## src/rtl/arbitro_pkg.sv

```systemverilog
// Shared definitions for the round-robin register write arbiter:
// FSM encoding, size limits and a ceiling-log2 helper.
package arbitro_pkg;

    typedef enum logic [1:0] {
        IDLE  = 2'd0,
        GRANT = 2'd1,
        WRITE = 2'd2,
        ACK   = 2'd3
    } state_t;

    localparam int MAX_N_REQ = 8;

    function automatic int arb_clog2(input int n);
        int r;
        r = 0;
        while ((1 << r) < n) r++;
        return (r == 0) ? 1 : r;
    endfunction

endpackage

```

## src/rtl/arbitro_registro_rr_select.sv

```systemverilog
// Combinational round-robin search: first requester at or after ptr_i,
// wrapping ascending through N_REQ entries.
module rr_select #(
    parameter int N_REQ = 4,
    parameter int PTR_W = 2
) (
    input  logic [N_REQ-1:0] req_i,
    input  logic [PTR_W-1:0] ptr_i,
    output logic             found_o,
    output logic [PTR_W-1:0] idx_o
);

    always_comb begin
        int j;
        j       = 0;
        found_o = 1'b0;
        idx_o   = '0;
        // Scan from the farthest offset down so the nearest hit to ptr_i wins.
        for (int k = N_REQ - 1; k >= 0; k--) begin
            j = int'(ptr_i) + k;
            if (j >= N_REQ) j = j - N_REQ;
            if (req_i[j]) begin
                found_o = 1'b1;
                idx_o   = PTR_W'(j);
            end
        end
    end

endmodule

```

## src/rtl/arbitro_registro.sv

```systemverilog
// Round-robin write arbiter/sequencer owning a shared WIDTH-bit register:
// grant, stage data, pulse write enable, then acknowledge the winner.
module arbitro_registro
    import arbitro_pkg::*;
#(
    parameter int N_REQ = 4,
    parameter int WIDTH = 8
) (
    input  logic                   clk,
    input  logic                   rst_n,
    input  logic [N_REQ-1:0]       req,
    input  logic [N_REQ*WIDTH-1:0] dato_in,
    output logic [N_REQ-1:0]       gnt,
    output logic                   we,
    output logic [WIDTH-1:0]       dato_out,
    output logic [N_REQ-1:0]       ack,
    output logic                   busy,
    output logic [WIDTH-1:0]       q
);

    localparam int PTR_W = arb_clog2(N_REQ);

    state_t           state_q, state_d;
    logic [PTR_W-1:0] ptr_q, ptr_d;
    logic [PTR_W-1:0] winner_q, winner_d;
    logic [WIDTH-1:0] stage_q, stage_d;
    logic [WIDTH-1:0] reg_q, reg_d;
    logic [N_REQ-1:0] gnt_q, gnt_d;
    logic [N_REQ-1:0] ack_q, ack_d;
    logic             we_q, we_d;
    logic             busy_q, busy_d;
    logic             found;
    logic [PTR_W-1:0] sel_idx;

    rr_select #(
        .N_REQ(N_REQ),
        .PTR_W(PTR_W)
    ) u_rr_select (
        .req_i  (req),
        .ptr_i  (ptr_q),
        .found_o(found),
        .idx_o  (sel_idx)
    );

    always_comb begin
        state_d  = state_q;
        ptr_d    = ptr_q;
        winner_d = winner_q;
        stage_d  = stage_q;
        reg_d    = reg_q;
        gnt_d    = '0;
        ack_d    = '0;
        we_d     = 1'b0;
        busy_d   = 1'b0;

        case (state_q)
            IDLE: begin
                if (found) begin
                    winner_d = sel_idx;
                    state_d  = GRANT;
                end
            end
            GRANT: begin
                stage_d = dato_in[int'(winner_q)*WIDTH +: WIDTH];
                state_d = WRITE;
            end
            WRITE: state_d = ACK;
            ACK: begin
                ptr_d   = (winner_q == PTR_W'(N_REQ - 1)) ? '0 : winner_q + PTR_W'(1);
                state_d = IDLE;
            end
            default: state_d = IDLE;
        endcase

        if (we_q) reg_d = stage_q;

        // Outputs are decoded from the next state so they register in step with it.
        if (state_d != IDLE) begin
            gnt_d[winner_d] = 1'b1;
            busy_d          = 1'b1;
        end
        we_d = (state_d == WRITE);
        if (state_d == ACK) ack_d[winner_d] = 1'b1;
    end

    always_ff @(posedge clk or negedge rst_n) begin
        if (!rst_n) begin
            state_q  <= IDLE;
            ptr_q    <= '0;
            winner_q <= '0;
            stage_q  <= '0;
            reg_q    <= '0;
            gnt_q    <= '0;
            ack_q    <= '0;
            we_q     <= 1'b0;
            busy_q   <= 1'b0;
        end else begin
            state_q  <= state_d;
            ptr_q    <= ptr_d;
            winner_q <= winner_d;
            stage_q  <= stage_d;
            reg_q    <= reg_d;
            gnt_q    <= gnt_d;
            ack_q    <= ack_d;
            we_q     <= we_d;
            busy_q   <= busy_d;
        end
    end

    assign gnt      = gnt_q;
    assign ack      = ack_q;
    assign we       = we_q;
    assign busy     = busy_q;
    assign dato_out = stage_q;
    assign q        = reg_q;

endmodule

```

## config.mk

```make
export PLATFORM = sky130hd
export DESIGN_NAME = arbitro_registro
export DESIGN_NICKNAME = d
export VERILOG_FILES = /design/src/rtl/arbitro_pkg.sv /design/src/rtl/arbitro_registro_rr_select.sv /design/src/rtl/arbitro_registro.sv
export SDC_FILE = /design/constraint.sdc
export NUM_CORES = 1
export LEC_CHECK = 0
export BUFFER_PORTS_ARGS = -buffer_cell sky130_fd_sc_hd__buf_2
export CORE_MARGIN = 2
export CORE_UTILIZATION = 38
export CTS_BUF_LIST = sky130_fd_sc_hd__clkbuf_4 sky130_fd_sc_hd__clkbuf_8 sky130_fd_sc_hd__clkbuf_16
export DETAILED_ROUTE_END_ITERATION = 16
export PLACE_DENSITY = 0.77
export REMOVE_ABC_BUFFERS = 1
export SYNTH_ARGS = -nofsm -noshare
export SYNTH_HDL_FRONTEND = slang
export SYNTH_SLANG_ARGS = --single-unit
export TNS_END_PERCENT = 10
```

## constraint.sdc

```tcl
create_clock -name clk -period 1.6 [get_ports clk]
set_input_delay 0.16 -clock clk [delete_from_list [all_inputs] [get_ports clk]]
set_output_delay 0.16 -clock clk [all_outputs]
set_load 0.05 [all_outputs]
```

==> results of run 1 <==
-- Yosys cell counts, drive strengths merged --
master | number | area (um^2)
dfrtp | 32 | 801
mux2 | 19 | 214
mux4 | 8 | 180
ha | 7 | 87.6
inv | 6 | 22.5
nor3b | 4 | 40.0
nand2 | 3 | 11.3
nor2 | 3 | 11.3
a21oi | 2 | 10.0
buf | 2 | 8.75
clkbuf | 2 | 17.5
nor3 | 2 | 10.0
a311oi | 1 | 8.76
a31oi | 1 | 6.26
and2b | 1 | 7.51
and3 | 1 | 6.26
and3b | 1 | 8.76
nor4 | 1 | 6.26
o21ai | 1 | 16.3
o221ai | 1 | 15.0
o31ai | 1 | 12.5
o41ai | 1 | 16.3
or2b | 1 | 7.51
-- logic make-up after synthesis --
family	after synthesis	synth area share, %
adders and majority gates	7	5.74
buffers and inverters	10	3.20
AOI/OAI and AO/OA	8	5.58
DFF	32	52.5
muxes	27	25.8
and+or+nand+nor	17	7.14
-- area by class of cell --
class                      count  area, um^2  area share (%)
tap                           50        62.6            3.07
inverter                       6        22.5            1.11
sequential                    32         801            39.3
multi-input combinational     59         678            33.3
clock buffer                   7        96.3            4.73
timing repair buffer          69         375            18.4
-- power groups by stage --
stage          clock network [mW]  registers (mW)  logic (mW)
3_5_place_dp                    0            1.46        2.94
3_3_place_gp                    0            1.45        2.91
5_1_grt                     0.712            1.50        3.14
2_1_floorplan                   0            2.58        1.06
6_report                    0.651            1.44        2.92
4_1_cts                     0.669            1.45        2.95
-- worst max-delay path: cells and delay by family, from the launching register on --
kind	cells	cell delay (ns)
DFF	1	0.39
buffers and inverters	2	0.32
AOI/OAI and AO/OA	2	0.30
adders and majority gates	1	0.22
and+or+nand+nor	1	0.16
-- stage by stage --
step | hold slack (ns) | instances
3_5_place_dp | 0.256 | 215
6_report | 0.327 | 223
5_1_grt | 0.333 | 223
2_1_floorplan | -0.136 | 97
4_1_cts | 0.308 | 223
3_3_place_gp | 0.254 | 215
-- flip-flops by register name, summed over array words and instances, names as in the netlist --
register  count
ack           4
busy          1
dato_out      8
gnt           4
ptr_q         2
q             8
state_q       2
we            1
winner_q      2
-- layer usage --
| metal | share of wire, % | global-route usage, % | up-vias |
|---|---|---|---|
| met5 | 0 | 0 | - |
| met4 | 1.2 | 6.89 | 0 |
| met3 | 6.6 | 5.83 | 4 |
| met2 | 49 | 26.1 | 38 |
| met1 | 43 | 19.1 | 528 |
| li1 | - | - | 512 |
-- repair_timing --
action,CTS,global route
hold endpoints to repair,32,0
buffers inserted,0,0
resized for setup,0,1
hold buffers,1,0
setup endpoints to repair,0,4
-- worst paths after layout --
kind / startpoint / to / slack [ns] / cells past startpoint
max: state_q[1] / ack[2] / 0.12 / 6
min: req[0] / state_q[0] / 0.33 / 3
max reg2reg: state_q[1] / ack[2] / 0.12 / 6
min reg2reg: q[4] / q[4] / 0.50 / 1
max in group asynchronous: rst_n / q[1] / 0.67 / 2
min in group asynchronous: rst_n / ack[1] / 0.47 / 2
==> key figures, run 1 <==
Power and ir drop
  • Pwr dens: 2460 nW/um^2
  • Comb pwr share: 58.3%
  • Internal power: 2.67 mW
  • Reg power frac: 28.7%
  • PnR Total Power: 5.02 mW
  • Static Leakage: about 0.99 nW
  • P_sw: 2.35 mW
  • Net Sw Frac: 46.9%
  • Proportion of power drawn by the clock network: 13.0%
  • Max VDD drop: 0.00103 V

Detailed routing
  • Vias: 1082
  • Vias per cell: 4.85
  • Routed len/inst: 14.3 um
  • Final Routed Wirelength: 3200 um
  • DR iter-0 viols: 17
  • First-pass DRT Iterations: 2
  • Antenna-violating nets left: 0
  • DRC viols: 0

Worst setup path
  • Arr. time, crit path: 1.68 ns
  • Worst EP required: between 1.5 and 2 ns
  • Crit-path cells: inv_1 -> ha_2 -> o41ai_2 -> o31ai_2 -> buf_4 -> nor3b_2
  • Crit Path Category: flop to flop
  • Slowest CP cell: dfrtp_1
  • Max stage delay on crit path: 0.39 ns
  • Setup crit end kind: flop
  • Setup crit start kind: flop
  • Crit path max fanout: 9

Placed design
  • Place WS: 0.111 ns
  • IO buf count: 63
  • Routability cong.: ~0.76
  • Placed inst area: 1930 um^2
  • DPL Wire Length: 2380 um

Yosys
  • Cells after synthesis: 101
  • Syn Std Cell Area: 1530 um^2
  • Yosys cell types: 26
  • Syn_area_per_cell: approximately 15 um^2
  • Synth Register Bits: 32
  • Ys Warns: 0
  • Register area share after synthesis: 52.5%

STA
  • Clk_skew: 0.00580 ns
  • Post-route setup TNS: 0 ns
  • Setup violations, final: 0
  • Setup ws final: 0.117 ns
  • Max-slew headroom: 52.9%
  • Min Clock Period, post-route: approximately 1.5 ns
  • Fmax: 674 MHz
  • Worst-margin pin slew: 0.706 ns
  • Hold Violations, Final: 0
  • Crit share post-route: around 90%
  • Final max-slew violation count: 0

Floorplan
  • Initial core utilization: 38.7%
  • Die width: 67.4 um
  • Core area: 3940 um^2
  • Cell Rows: 23
  • Die Area: 4540 um^2
  • Chip height: 67.4 um
  • Io pins: between 60 and 70

Clocking
  • Clk_lat worst skew: 0.27 ns
  • CTS buffer count: 5
  • Reg clk slew, reported paths: approximately 0.06 ns
  • Max Root-Sink Buffers: 2
  • Sink Count: 32
  • Htree depth: 2
  • Root buf cell: clkbuf_8
  • CTS tree: built

Hold path
  • Worst min path class: input pin to flop

Status
  • Status: finished clean

Final layout
  • Layout filler cell count: 345
  • Layout Nets: approximately 220
  • Most frequent cells in the layout: 63 x buf_2, 32 x dfrtp_1, 19 x mux2_2, 8 x mux4_2, 7 x clkbuf_8
  • Post-route cell area: 2040 um^2
  • ANT cells: 0
  • Share of cells above drive strength 1: 63.0%
  • Util after Layout: 51.6%
  • Commonest non-fill, non-tap cell in the layout: buf_2
  • Area Overhead vs Synth: 33.5%

GRT
  • First-pass GRT wire length: roughly 5200 um
  • Initial antenna violation count: 0
  • Largest net degree at the start of global routing: 33
  • Vias in the first global route: 1103
  • Overflow after GRT: 0
  • All-Layer GR Usage: 16.0%

Job
  • Maximum capacitance violations: 0
Power figures use the tool's default switching activity.
==> run 2, diff against run 1 <==
Settings changed: REMOVE_ABC_BUFFERS 1 to not set.
==> run 2 against run 1 <==
Clock power is 20% higher. Combinational power rose by 6%. Via count rose by 4.2%. Hold slack lost 0.0062 ns. Sequential power barely moved. Clock-buffer cell count shrank 2. Clock skew down 0.0016 ns. Setup slack worse by 0.0058 ns. Flip-flop and latch count unchanged. Critical endpoint is now ack[3]. Highest routed layer unchanged.
==> key figures, run 2 (same netlist as run 1, synthesis figures left out) <==
Worst setup path
  • Setup crit end kind: flop
  • Reg2reg path depth: 4
  • Crit path max fanout: 9
  • Setup crit start kind: flop
  • RR Startpoint: ptr_q[1]
  • FF-to-FF setup slack: 0.11 ns
  • Worst EP required: between 1.5 and 2 ns
  • Arr. time, crit path: 1.67 ns
  • Crit-path cells: mux2_2 -> o221ai_2 -> o21ai_4 -> and3_1
  • Buffers & Inverters on Critical Path: 0
  • Crit Path Category: flop to flop
  • Slowest CP cell: dfrtp_1
  • R2r endpoint: ack[3]
  • Max stage delay on crit path: 0.44 ns
  • Worst path top cell family by delay: flip-flops
  • Crit. Startpoint: ptr_q[1]

Clocking
  • Clk_lat worst skew: 0.28 ns
  • Max Root-Sink Buffers: 2
  • CTS buffer count: 5
  • Htree depth: 2
  • Reg clk slew, reported paths: 0.07 ns
  • Sink Count: 32
  • Root buf cell: clkbuf_8
  • CTS tree: built

GRT
  • GRT met2 Usage: between 20% and 30%
  • GR peak layer: met2
  • First-pass GRT wire length: 4860 um
  • All-Layer GR Usage: 14.8%
  • Initial antenna violation count: 0
  • Met3 Use GR: 4.67%
  • Largest net degree at the start of global routing: 33
  • Overflow after GRT: 0
  • GRT met1 Usage: 18.0%
  • Vias in the first global route: 1063

Floorplan
  • Io pins: 64
  • Cell Rows: 23
  • Initial core utilization: 38.7%
  • Chip height: just under 70 um
  • Core area: 3940 um^2
  • Die width: 67.4 um
  • Die Area: 4540 um^2

Detailed routing
  • Antenna-violating nets left: 0
  • Routed len/inst: 14.5 um
  • Final Routed Wirelength: around 3300 um
  • DRC viols: 0
  • First-pass DRT Iterations: 4
  • Vias: 1127
  • DR iter-0 viols: 69
  • Vias per cell: 4.90

Placed design
  • Routability cong.: roughly 0.7
  • DPL Wire Length: approximately 2500 um
  • IO buf count: 63
  • Place WS: 0.0509 ns

Hold path
  • Worst min path class: input pin to flop
  • Min-Delay Startpoint: dato_in[0]
  • Hold Crit Depth: 3
  • Hold EP: dato_out[0]

Final layout
  • Layout filler cell count: 348
  • Most frequent cells in the layout: 64 x buf_2, 32 x dfrtp_1, 19 x mux2_2, 10 x buf_4, 8 x mux4_2
  • Area Overhead vs Synth: 37.7%
  • ANT cells: 0
  • Commonest non-fill, non-tap cell in the layout: buf_2
  • Util after Layout: 53.3%
  • Share of cells above drive strength 1: 66.1%
  • Layout Nets: 224

STA
  • Clk_skew: 0.00416 ns
  • Fmax: 672 MHz
  • Final max-slew violation count: 0
  • Hold Violations, Final: 0
  • Setup violations, final: 0
  • Min Clock Period, post-route: 1.49 ns
  • Hold slack: 0.321 ns
  • Crit share post-route: 93.1%
  • RSZ-0062 raised after global routing: false
  • Setup ws final: 0.111 ns
  • Post-route setup TNS: 0 ns
  • Worst-margin pin slew: a little under 0.7 ns
  • Max-slew headroom: a little over half

Power and ir drop
  • Pwr dens: 2540 nW/um^2
  • Static Leakage: 1.02 nW
  • PnR Total Power: 5.33 mW
  • Max VDD drop: 0.00119 V

Status
  • Status: finished clean

Yosys
  • Synth Net Count: about 150

Job
  • Maximum capacitance violations: 0
[run 2: cell types whose count changed in the layout (fill, tap and decap cells not counted), sizes merged]
| cell | previous run | this run |
|---|---|---|
| buf | 68 | 74 |
| bufinv | 0 | 1 |
| clkbuf | 7 | 5 |
| clkinv | 0 | 1 |
| clkinvlp | 0 | 1 |
[run 2: worst max path at each step]
stage,to,slack (ns),depth (start not counted)
6_report,ack[3],0.11,4
5_1_grt,ack[2],0.04,6
4_1_cts,ack[2],0.02,6
3_5_place_dp,ack[2],0.05,6
3_3_place_gp,ack[2],0.11,6
2_1_floorplan,ack[2],0.11,5
[run 2: area by class of cell]
type	instances	area, um^2	area share (%)
Sequential cell	32	801	38.1
Clock inverter	3	42.5	2.03
Inverter	6	22.5	1.07
Tap cell	50	62.6	2.98
Multi-Input combinational cell	59	697	33.2
Timing Repair Buffer	75	405	19.3
Clock buffer	5	68.8	3.28
[run 2: repair_timing]
item,4_1_cts,5_1_grt
endpoints found under the setup margin,0,8
hold buffers,1,0
endpoints found under the hold margin,32,0
setup buffers,0,4
gates resized for setup,0,7
[run 2: worst register-to-register path, cell delays in order, from the launching register on]
cell,delay [ns]
dfrtp_1,0.44
mux2_2,0.37
o221ai_2,0.22
o21ai_4,0.14
and3_1,0.21
[run 2: power by group]
| part | switching (mW) | internal [mW] | total (mW) |
|---|---|---|---|
| clock network | 0.318 | 0.461 | 0.778 |
| registers | 0.256 | 1.21 | 1.46 |
| logic | 1.92 | 1.17 | 3.09 |
[run 2: metal layers]
metal	up-vias	share of wire, %	wire, um
met1	544	42	1420
met5	-	0	0
met4	0	1.4	48
met3	4	10	335
li1	526	-	-
met2	53	46	1540
[run 2: metrics by stage]
| step | cell area (um^2) | std cells |
|---|---|---|
| 3_5_place_dp | 1920 | 216 |
| 5_1_grt | 2100 | 230 |
| 2_1_floorplan | 1530 | 101 |
| 4_1_cts | 2040 | 225 |
| 6_report | 2100 | 230 |
| 3_3_place_gp | 1920 | 216 |
==> run 3, diff against run 2 <==
Settings changed: MAX_ROUTING_LAYER set to met4.
==> run 3 against run 2 <==
Routed wire length decreased by 0.93%. Flip-flop and latch count unchanged. Sequential share of layout area unchanged. Setup slack improved by 0.0016 ns. Critical endpoint unchanged. Register-to-register slack about the same. Critical path type unchanged. Hold slack got worse by 0.00054 ns. Clock power about the same.
==> key figures, run 3 (same netlist as run 1, synthesis figures left out) <==
GRT
  • Overflow after GRT: 0
  • Initial antenna violation count: 0
  • Vias in the first global route: 1063
  • All-Layer GR Usage: 15.2%
  • Largest net degree at the start of global routing: 33
  • First-pass GRT wire length: 4860 um

Detailed routing
  • Final Routed Wirelength: 3310 um
  • Vias per cell: 4.93
  • Vias: approximately 1100
  • DR iter-0 viols: 70
  • First-pass DRT Iterations: 4
  • Antenna-violating nets left: 0
  • Routed len/inst: 14.4 um
  • DRC viols: 0

Worst setup path
  • FF-to-FF setup slack: 0.11 ns
  • Setup crit start kind: flop
  • Crit. Startpoint: ptr_q[1]
  • Crit path max fanout: 9
  • Setup crit end: ack[3]
  • Worst path depth: 4
  • Setup crit end kind: flop
  • Slowest CP cell: dfrtp_1
  • Max stage delay on crit path: 0.45 ns
  • Reg2reg path depth: 4
  • R2r endpoint: ack[3]
  • Arr. time, crit path: 1.66 ns
  • Crit Path Category: flop to flop
  • Crit-path cells: mux2_2 -> o221ai_2 -> o21ai_4 -> and3_1
  • Worst path top cell family by delay: flip-flops
  • Worst EP required: 1.78 ns
  • Buffers & Inverters on Critical Path: 0
  • RR Startpoint: ptr_q[1]

Final layout
  • Commonest non-fill, non-tap cell in the layout: buf_2
  • Post-route cell area: between 2000 and 2500 um^2
  • ANT cells: 0
  • Share of cells above drive strength 1: between 60% and 70%
  • Util after Layout: 53.3%
  • Most frequent cells in the layout: 64 x buf_2, 32 x dfrtp_1, 19 x mux2_2, 10 x buf_4, 8 x mux4_2
  • Area Overhead vs Synth: 37.7%
  • Layout Nets: 224

Floorplan
  • Initial core utilization: 38.7%
  • Chip height: 67.4 um
  • Core area: 3940 um^2
  • Io pins: 64
  • Cell Rows: 23
  • Die Area: between 4000 and 5000 um^2
  • Die width: 67.4 um

STA
  • Post-route setup TNS: 0 ns
  • Clk_skew: approximately 0.0037 ns
  • Fmax: 672 MHz
  • Worst-margin pin slew: about 0.67 ns
  • Hold slack: ~0.32 ns
  • Setup violations, final: 0
  • Final max-slew violation count: 0
  • Hold Violations, Final: 0
  • RSZ-0062 raised after global routing: false
  • Max-slew headroom: 55.3%
  • Min Clock Period, post-route: 1.49 ns
  • Crit share post-route: 93.0%

Clocking
  • CTS buffer count: 5
  • Sink Count: 32
  • CTS tree: built
  • Max Root-Sink Buffers: 2
  • Reg clk slew, reported paths: ~0.070 ns
  • Clk_lat worst skew: ~0.28 ns
  • Root buf cell: clkbuf_8
  • Htree depth: 2

Yosys
  • Synth Net Count: approximately 150

Power and ir drop
  • Max VDD drop: around 0.0012 V
  • Pwr dens: 2540 nW/um^2
  • Net Sw Frac: about 47%
  • PnR Total Power: 5.33 mW
  • Comb pwr share: 58.0%
  • Static Leakage: 1.02 nW
  • Internal power: 2.83 mW
  • Reg power frac: 27.4%
  • P_sw: between 2 and 2.5 mW
  • Proportion of power drawn by the clock network: 14.5%

Placed design
  • DPL Wire Length: 2460 um
  • IO buf count: 63
  • Placed inst area: slightly below 2000 um^2
  • Routability cong.: slightly below 0.7

Job
  • Maximum capacitance violations: 0

Hold path
  • Worst min path class: input pin to flop

Status
  • Status: finished clean
==> run 3: repair_timing <==
item | in CTS | in global routing
endpoints found under the hold margin | 32 | 0
setup endpoints to repair | 0 | 8
hold buffers | 1 | 0
setup buffers | 0 | 4
gates resized for setup | 0 | 7
==> run 3: worst register-to-register path, cell delays in order, from the launching register on <==
cell and delay (ns):
dfrtp_1 0.45, mux2_2 0.37, o221ai_2 0.21, o21ai_4 0.14, and3_1 0.21
==> run 3: per-layer routing <==
layer	global-route usage (%)	vias up	share of wire, %
met3	4.17	4	9.4
met4	6.12	0	1.6
met2	24.3	55	46
li1	-	526	-
met5	-	-	0
met1	18.3	550	43
==> run 3: layout make-up <==
cell class                      count  area [um^2]
Clock inverter                      3         42.5
Sequential cell                    32          801
Tap cell                           50         62.6
Clock buffer                        5         68.8
Fill cell                         348         1840
Timing Repair Buffer               75          405
Multi-Input combinational cell     59          697
Inverter                            6         22.5
==> run 3: how the worst min path moves through the flow <==
| stage | from | end | slack (ns) | cells past startpoint |
|---|---|---|---|---|
| 6_report | dato_in[0] | dato_out[0] | 0.32 | 3 |
| 2_1_floorplan | rst_n | ack[0] | -0.14 | 0 |
| 3_5_place_dp | rst_n | q[1] | 0.24 | 1 |
| 4_1_cts | req[0] | state_q[0] | 0.32 | 3 |
| 3_3_place_gp | rst_n | q[1] | 0.24 | 1 |
| 5_1_grt | dato_in[30] | dato_out[6] | 0.32 | 3 |
==> run 3: stage by stage <==
| step | worst slack, ns | std cells |
|---|---|---|
| after floorplan | 0.110 | 101 |
| after global placement | 0.112 | 216 |
| after detailed placement | 0.0509 | 216 |
| after CTS | 0.0217 | 225 |
| after global routing | 0.0383 | 230 |
| final | 0.113 | 230 |
==> run 3: power by group through the flow <==
stage / clock, mW / combinational, mW / sequential [mW]
after detailed placement: 0 / 2.93 / 1.47
final: 0.775 / 3.09 / 1.46
after global routing: 0.827 / 3.29 / 1.51
after global placement: 0 / 2.88 / 1.46
after floorplan: 0 / 1.19 / 2.49
after CTS: 0.792 / 2.94 / 1.47
